**src/rtl/memory_writeback_stage.sv**
```systemverilog
// EX/MEM + MEM/WB stage: issues data-memory loads/stores over req/ack and registers the write-back bundle.
// Optional MEM_TIMEOUT_EN adds memTimeout and abandons a memory access after TIMEOUT_CYCLES without memAck.
module memory_writeback_stage #(
    parameter int         ADDR_W         = 8,
    parameter logic [3:0] OP_LOAD        = 4'h8,
    parameter logic [3:0] OP_STORE       = 4'h9,
    parameter logic [3:0] OP_BEQ         = 4'hA,
    parameter int         TIMEOUT_CYCLES = 16
) (
    input  logic              clock,
    input  logic              resetn,
    input  logic              exValid,
    output logic              exReady,
    input  logic [19:0]       instruction,
    input  logic [19:0]       result,
    input  logic              ulaZero,
    input  logic [19:0]       dataRFOut2,
    output logic              memReq,
    output logic              memWe,
    output logic [ADDR_W-1:0] memAddr,
    output logic [19:0]       memWData,
    input  logic              memAck,
    input  logic [19:0]       memRData,
    output logic              wbValid,
    output logic              wbWriteEn,
    output logic [3:0]        wbReg,
    output logic [19:0]       wbData,
    output logic              wbZero,
    output logic [19:0]       wbInstruction
`ifdef MEM_TIMEOUT_EN
    ,output logic             memTimeout
`endif
);

    typedef enum logic {IDLE, MEM_WAIT} state_t;

    state_t      r_state;
    state_t      w_nextState;
    logic [19:0] r_instr;
    logic [19:0] r_result;
    logic        r_zero;
    logic        w_transfer;
    logic        w_isMem;
    logic        w_timeout;
    logic [3:0]  w_opcode;

    assign w_opcode = instruction[19:16];
    assign w_isMem  = (w_opcode == OP_LOAD) || (w_opcode == OP_STORE);

`ifdef MEM_TIMEOUT_EN
    localparam int CNT_W = $clog2(TIMEOUT_CYCLES + 1);
    logic [CNT_W-1:0] r_count;

    // Counts MEM_WAIT cycles without an ack; the limit is reached on the TIMEOUT_CYCLES-th such cycle.
    assign w_timeout = (r_state == MEM_WAIT) && !memAck && (r_count == CNT_W'(TIMEOUT_CYCLES - 1));

    always_ff @(posedge clock or negedge resetn) begin
        if (!resetn) begin
            r_count    <= '0;
            memTimeout <= 1'b0;
        end else begin
            memTimeout <= w_timeout;
            if (w_transfer)
                r_count <= '0;
            else if (r_state == MEM_WAIT && !memAck)
                r_count <= r_count + CNT_W'(1);
        end
    end
`else
    assign w_timeout = 1'b0;
`endif

    always_ff @(posedge clock or negedge resetn) begin
        if (!resetn)
            r_state <= IDLE;
        else
            r_state <= w_nextState;
    end

    always_comb begin
        w_nextState = r_state;
        case (r_state)
            IDLE:     if (w_transfer && w_isMem) w_nextState = MEM_WAIT;
            MEM_WAIT: if (memAck || w_timeout)   w_nextState = IDLE;
            default:  w_nextState = IDLE;
        endcase
    end

    always_comb begin
        exReady    = (r_state == IDLE);
        w_transfer = exValid && exReady;
    end

    // Memory request and write-back registers; wb* fields hold when wbValid is low.
    always_ff @(posedge clock or negedge resetn) begin
        if (!resetn) begin
            r_instr       <= '0;
            r_result      <= '0;
            r_zero        <= 1'b0;
            memReq        <= 1'b0;
            memWe         <= 1'b0;
            memAddr       <= '0;
            memWData      <= '0;
            wbValid       <= 1'b0;
            wbWriteEn     <= 1'b0;
            wbReg         <= '0;
            wbData        <= '0;
            wbZero        <= 1'b0;
            wbInstruction <= '0;
        end else begin
            wbValid <= 1'b0;
            if (w_transfer) begin
                if (w_isMem) begin
                    r_instr  <= instruction;
                    r_result <= result;
                    r_zero   <= ulaZero;
                    memReq   <= 1'b1;
                    memWe    <= (w_opcode == OP_STORE);
                    memAddr  <= result[ADDR_W-1:0];
                    memWData <= dataRFOut2;
                end else begin
                    wbValid       <= 1'b1;
                    wbWriteEn     <= (w_opcode != OP_BEQ);
                    wbReg         <= instruction[15:12];
                    wbData        <= result;
                    wbZero        <= ulaZero;
                    wbInstruction <= instruction;
                end
            end else if (r_state == MEM_WAIT) begin
                if (memAck) begin
                    memReq        <= 1'b0;
                    wbValid       <= 1'b1;
                    wbReg         <= r_instr[15:12];
                    wbZero        <= r_zero;
                    wbInstruction <= r_instr;
                    if (r_instr[19:16] == OP_LOAD) begin
                        wbData    <= memRData;
                        wbWriteEn <= 1'b1;
                    end else begin
                        wbData    <= r_result;
                        wbWriteEn <= 1'b0;
                    end
                end else if (w_timeout) begin
                    memReq <= 1'b0;
                end
            end
        end
    end

endmodule
```
**config.mk**
```make
export PLATFORM = sky130hd
export DESIGN_NAME = memory_writeback_stage
export DESIGN_NICKNAME = d
export VERILOG_FILES = /design/src/rtl/memory_writeback_stage.sv
export SDC_FILE = /design/constraint.sdc
export NUM_CORES = 1
export LEC_CHECK = 0
export BUFFER_PORTS_ARGS = -buffer_cell sky130_fd_sc_hd__buf_2
export CORE_MARGIN = 8
export CORE_UTILIZATION = 45
export DETAILED_ROUTE_END_ITERATION = 6
export GPL_ROUTABILITY_DRIVEN = 1
export HOLD_SLACK_MARGIN = 0.05
export PLACE_DENSITY = 0.81
export SLEW_MARGIN = 30
export SYNTH_ARGS = -nofsm -noshare
export SYNTH_HDL_FRONTEND = slang
export SYNTH_SLANG_ARGS = --single-unit
```
**constraint.sdc**
```tcl
create_clock -name clock -period 1.95 [get_ports clock]
set_input_delay 0.39 -clock clock [delete_from_list [all_inputs] [get_ports clock]]
set_output_delay 0.39 -clock clock [all_outputs]
set_load 0.02 [all_outputs]
```
Yosys cells after proc, flatten, opt, wreduce, memory -nomap -nowiden
Index checks and enable logic that the tools add are counted.
{"block": "op_classes", "mux": 33, "div": 0, "shift": 0, "n_reduce_logical": 8, "order_cmp": 0, "n_mul": 0, "add_sub_neg": 0, "n_bitwise": 1, "eq_ne": 6}
{"op": "20-bit 2-to-1 mux", "count": 9}
{"op": "1-bit 2-to-1 mux", "count": 19}
{"op": "4-bit 2-to-1 mux", "count": 4}
{"op": "4-bit == test (second input constant)", "count": 3}
{"op": "3-bit AND reduction", "count": 2}
{"op": "4-bit inequality test (second input constant)", "count": 1}
{"op": "2-bit nonzero test", "count": 2}
{"op": "1-bit logical AND", "count": 2}
{"op": "2-bit by 1-bit inequality test with 1-bit output (second input constant)", "count": 1}
{"op": "2-bit inequality test (second input constant)", "count": 1}
{"op": "1-bit one-hot mux with 2 select lines", "count": 1}
{"op": "2-bit AND reduction", "count": 1}
{"op": "1-bit logical OR", "count": 1}
{"op": "1-bit inverter", "count": 1}
{"block": "word_totals", "output_inout_bits": 78, "elab_cells": 62, "mem_bits_rw": 0, "reg_bits": 119, "input_bits": 85, "rom_bits": 0, "n_memories": 0, "latchBits": 0}

Longest topological paths before layout
{"block": "depth", "word_depth": 5, "depth_mapped": 5, "depth_no_buf": 4}

Worst setup path before layout
No wires, ideal clock.
{"block": "synth_timing", "kind": "input port to flip-flop", "from": "in exValid", "to": "reg wbInstruction[0]", "setup_ps": 125, "path_slack_ps": 383, "required_ps": 1825, "cell_stages": 5, "n_path_buf": 2, "arrival_ps": 1442, "path_cell_list": "nor2b_1 buf_2 buf_2 mux2_2 mux2_2"}
{"block": "synth_via", "elab_chain_len": 3, "word_cells_on_any_way": 6, "cone_classes": "eq/ne: 1; mux: 1; reduce/logical: 4"}
{"element": "start, declared", "line_no": "12", "source": "input logic exValid,"}
{"element": "1-bit logical AND *", "line_no": "91", "source": "w_transfer = exValid && exReady;"}
{"element": "2-bit inequality test (no source line) or 2-bit nonzero test (tied branches)"}
{"element": "3-bit AND reduction (no source line)"}
{"element": "end signal, assigned", "line_no": "127", "source": "wbInstruction <= instruction;"}
{"element": "end signal, assigned", "line_no": "135", "source": "wbInstruction <= r_instr;"}
{"element": "end, declared", "line_no": "29", "source": "output logic [19:0] wbInstruction"}
Every way passes the cells marked *; elsewhere a longest branch is shown, timed or not.
A chain may end at the register's enable or synchronous reset.

Worst setup path after layout
{"block": "layout_timing", "from": "reg r_state", "to": "reg wbZero"}
{"block": "layout_via", "elab_chain_len": 4, "word_cells_on_any_way": 7, "cone_classes": "eq/ne: 1; mux: 1; bitwise: 1; reduce/logical: 4"}
{"element": "start, declared", "line_no": "37", "source": "state_t r_state;"}
{"element": "start signal, assigned", "line_no": "77", "source": "r_state <= w_nextState;"}
{"element": "1-bit inverter"}
{"element": "1-bit logical AND", "line_no": "91"}
{"element": "2-bit inequality test (no source line) or 2-bit nonzero test (tied branches)"}
{"element": "3-bit AND reduction (no source line)"}
{"element": "end signal, assigned", "line_no": "126", "source": "wbZero <= ulaZero;"}
{"element": "end signal, assigned", "line_no": "134", "source": "wbZero <= r_zero;"}
{"element": "end, declared", "line_no": "28", "source": "output logic wbZero,"}
Parallel ways exist; a longest one is shown, timed or not.

==> results summary <==
The flop-to-flop setup slack is 340 ps. The slowest stage of the critical path belongs to the cell dfrtp_1. Dividing the synthesized area by the synthesized cell count gives 13.8 µm². The fraction of registers with async set or reset after synthesis came out at 100%. The power density over the cells is 1110 mW/mm². Of the total synthesized cell area, the portion taken by full adders, half adders and majority gates is 0%. The start point of the worst hold path is memAck. The maximum fanout along the worst path is 23. Counting flops with a built-in enable in the synthesized netlist gives 0.

The number of violations reported at the end of detailed-routing iteration 0 is 186. 163 I/O pins were placed. The signed area change from the synthesized netlist to the final layout is 25.0%. The first global-routing pass estimated 18500 µm of wire. The maximum buffer depth of the clock tree is 2. The number of gates resized after cts came out at 0.

The flip-flop and latch count after synthesis is 107. The final number of setup-violating endpoints came out at 0. The mean routed wirelength per cell came out at 17.6 µm. The leakage power of the design came out at 2.92 nW. The floorplan die height came out at 119 µm. The clock net in this run drives a total of 107 sinks.

The achievable clock frequency came out at 0.620 GHz. The max-cap check violation count came out at 0. The fraction of synthesized area in multiplexers is 28.0%. The setup fix buffers added after clock tree synthesis came out at 0. STA classifies the critical path endpoint as a flop. The H-tree depth came out at 3. The synthesized instance count came out at 345. The cell taking the most area after synthesis is dfrtp_1. The critical path goes through nor2b_2, buf_12, mux2_2, mux2_1. The maximum number of pins on one net before global-route repair is 45.

The number of instances on the worst hold path came out at 2. The synthesized netlist contains 25 unique library cells. The setup skew after layout is 7.60 ps. The path class of the tightest hold or removal check is primary input to flop. Ranked by instance count, the synthesized netlist is headed by dfrtp_1, mux2_2, inv_1. The first-pass iteration count of the detailed router is 4. Across all layers, the routed design uses 3244 vias. The number of buffers and inverters on the critical path is 1. The number of nets with antenna violations after routing came out at 0.

The placeable core region came out at 0.0103 mm². The number of antenna violations at the first check in global routing is 0. The total clock buffers created by CTS came out at 9.

The total negative slack is 0 ps. The via count normalized by instance count is 5.10. The largest family of logic cells by synthesized area is multiplexers.

The shortest clock period the worst path allows after layout is 1610 ps. The worst register-to-register path begins at r_state. Routability-driven placement finished with a final weighted congestion of 0.739.

The total chip power came out at 0.00664 W. The worst setup path is launched from a flop. In this run the cell area of the synthesized design comes to 0.00478 mm².

The longest individual stage delay on the worst path came out at 430 ps. The relative slew slack is 44.7%. Once the floorplan was initialized, standard cells occupied 46.3% of the core. The transition time at the pin with the least slew margin is 830 ps. Fill cells in the final layout number 860.

The clock transition at the registers of the reported paths came out at 100 ps. The combined global-route utilization of all metal layers is 15.8%. The critical path data arrival time came out at 1860 ps. In this run the horizontal extent of the chip is 119 µm.

Yosys attributes the largest share of cell area to dfrtp_1, mux2_2, mux2i_1. The portion of the clock cycle consumed by the worst path in the final layout came out at 82.7%. TritonCTS built the clock tree.

The residual overflow from global routing is 0. The post-synthesis simple-gate area fraction came out at 2.41%. The max-slew violation total from the final report is 0.

The buffer cell driving the clock tree root is clkbuf_8. The post-synth net total is 430. After detailed routing, the number of remaining DRC violations is 0. The via count of the first global-routing pass came out at 3612. The floorplan row count came out at 37. The synthesized netlist devotes 0% of its cell area to XOR and XNOR gates. The aggregate routed wire length came out at 11200 µm.

At the worst endpoint, the required time is 2190 ps. For hold timing, the worst endpoint is r_state. The share of the synthesized area in the top cell type is 56.1%. The area used by sequential logic in the layout is 0.00268 mm². The type of the worst setup path is flop to flop. Setup repair after global routing left no endpoint under its margin. The count of input and output buffers came out at 162.

The number of antenna repair diodes is 0. The proportion of layout cells with a drive suffix above 1 came out at 58.2%. The clock insertion delay at the later pin of the skew report is 360 ps. The top flip-flop cell by instance count after synthesis is dfrtp_1. Yosys printed 0 warnings.

The placed wire-length estimate after detailed placement is 8130 µm. The multi-input logic area came out at 0.00181 mm². The run finished with clean final reports. The hold violation total from the final report came out at 0. The worst register-to-register path ends at wbZero.

Among all cell types in the netlist, the one instantiated most often is dfrtp_1. The cell family contributing the most delay on the critical path is multiplexers. Summing the areas of all compound-gate instances in the mapped netlist gives 7.41% of the synthesized area.

For this run, the post-layout net count is 580. The area enclosed by the die boundary came out at 0.0142 mm². The largest voltage drop on the vdd net came out at 0.000580 V. The cts-stage hold buffer count came out at 1. The number of cells on the worst reg-to-reg path came out at 4. The fraction of the yosys area taken by sequential cells came out at 56.1%.
-- final cells by class --
class                      instances  share of cell area (%)
sequential                       107                    44.9
clock buffer                       9                    2.08
inverter                          22                    1.38
multi-input combinational        181                    30.3
clock inverter                     7                    2.10
tap                              136                    2.85
timing repair buffer             174                    16.4
-- kinds of logic after synthesis --
kind of cell / Yosys count
buf+inv: 57
simple gates: 16
compound gates: 44
mux: 121
flops: 107
-- worst max-delay path by stage --
stage	slack [ps]	end	cells after the start	from
6_report	340	wbZero	4	r_state
5_1_grt	250	wbZero	4	r_state
4_1_cts	300	wbZero	4	r_state
3_5_place_dp	240	wbZero	5	exValid
3_3_place_gp	290	wbZero	5	exValid
2_1_floorplan	380	wbInstruction[0]	5	exValid
-- metrics by stage --
stage / setup slack, ps / hold WS [ps] / instance area (µm²) / cells / util [%]
2_1_floorplan: 383 / 94.4 / 4780 / 345 / -
3_3_place_gp: 289 / 320 / 5710 / 619 / 55.3
3_5_place_dp: 236 / 325 / 5710 / 619 / 55.3
4_1_cts: 300 / 220 / 5970 / 636 / 57.8
5_1_grt: 252 / 223 / 5970 / 636 / 57.8
6_report: 337 / 252 / 5970 / 636 / 57.8
-- state kept, by name, summed over array words and instances, names as in the netlist --
register,flops
memAddr,7
memReq,1
memWData,20
memWe,1
r_instr,20
r_result,13
r_state,1
r_zero,1
wbData,20
wbInstruction,17
wbReg,3
wbValid,1
wbWriteEn,1
wbZero,1
-- worst reg2reg max path, cell delays in order, from the launching register on --
cell and delay (ps):
dfrtp_1 430, nor2b_2 220, buf_12 210, mux2_2 350
mux2_1 300
-- report_power, final --
part / internal (W) / switching, W
Sequential: 0.00272 / 0.000268
Clock: 0.000864 / 0.000772
Combinational: 0.000919 / 0.00109
Total: 0.00451 / 0.00213
-- layout by cell type (no fill, tap or decap), drive strengths merged --
master / count
buf: 173
dfrtp: 107
mux2: 101
inv: 23
mux2i: 20
a211oi: 20
a221oi: 20
clkbuf: 9
nor2: 3
nand2: 3
and2: 3
bufinv: 3
nand2b: 2
clkinvlp: 2
nor2b: 1
nand3: 1
o21ai: 1
nor3b: 1
o21a: 1
nor4b: 1
and4: 1
o211ai: 1
o31ai: 1
clkinv: 1
dlygate4sd3: 1
-- layer usage --
layer  vias to the layer above  GRT usage (%)  share of wire, %
met2                       115           26.0                50
met4                         0           4.43              0.32
met3                         5           5.72               8.4
met5                         -              0                 0
li1                       1530              -                 -
met1                      1594           19.2                41
No activity file was read; power rests on OpenSTA's default activity.
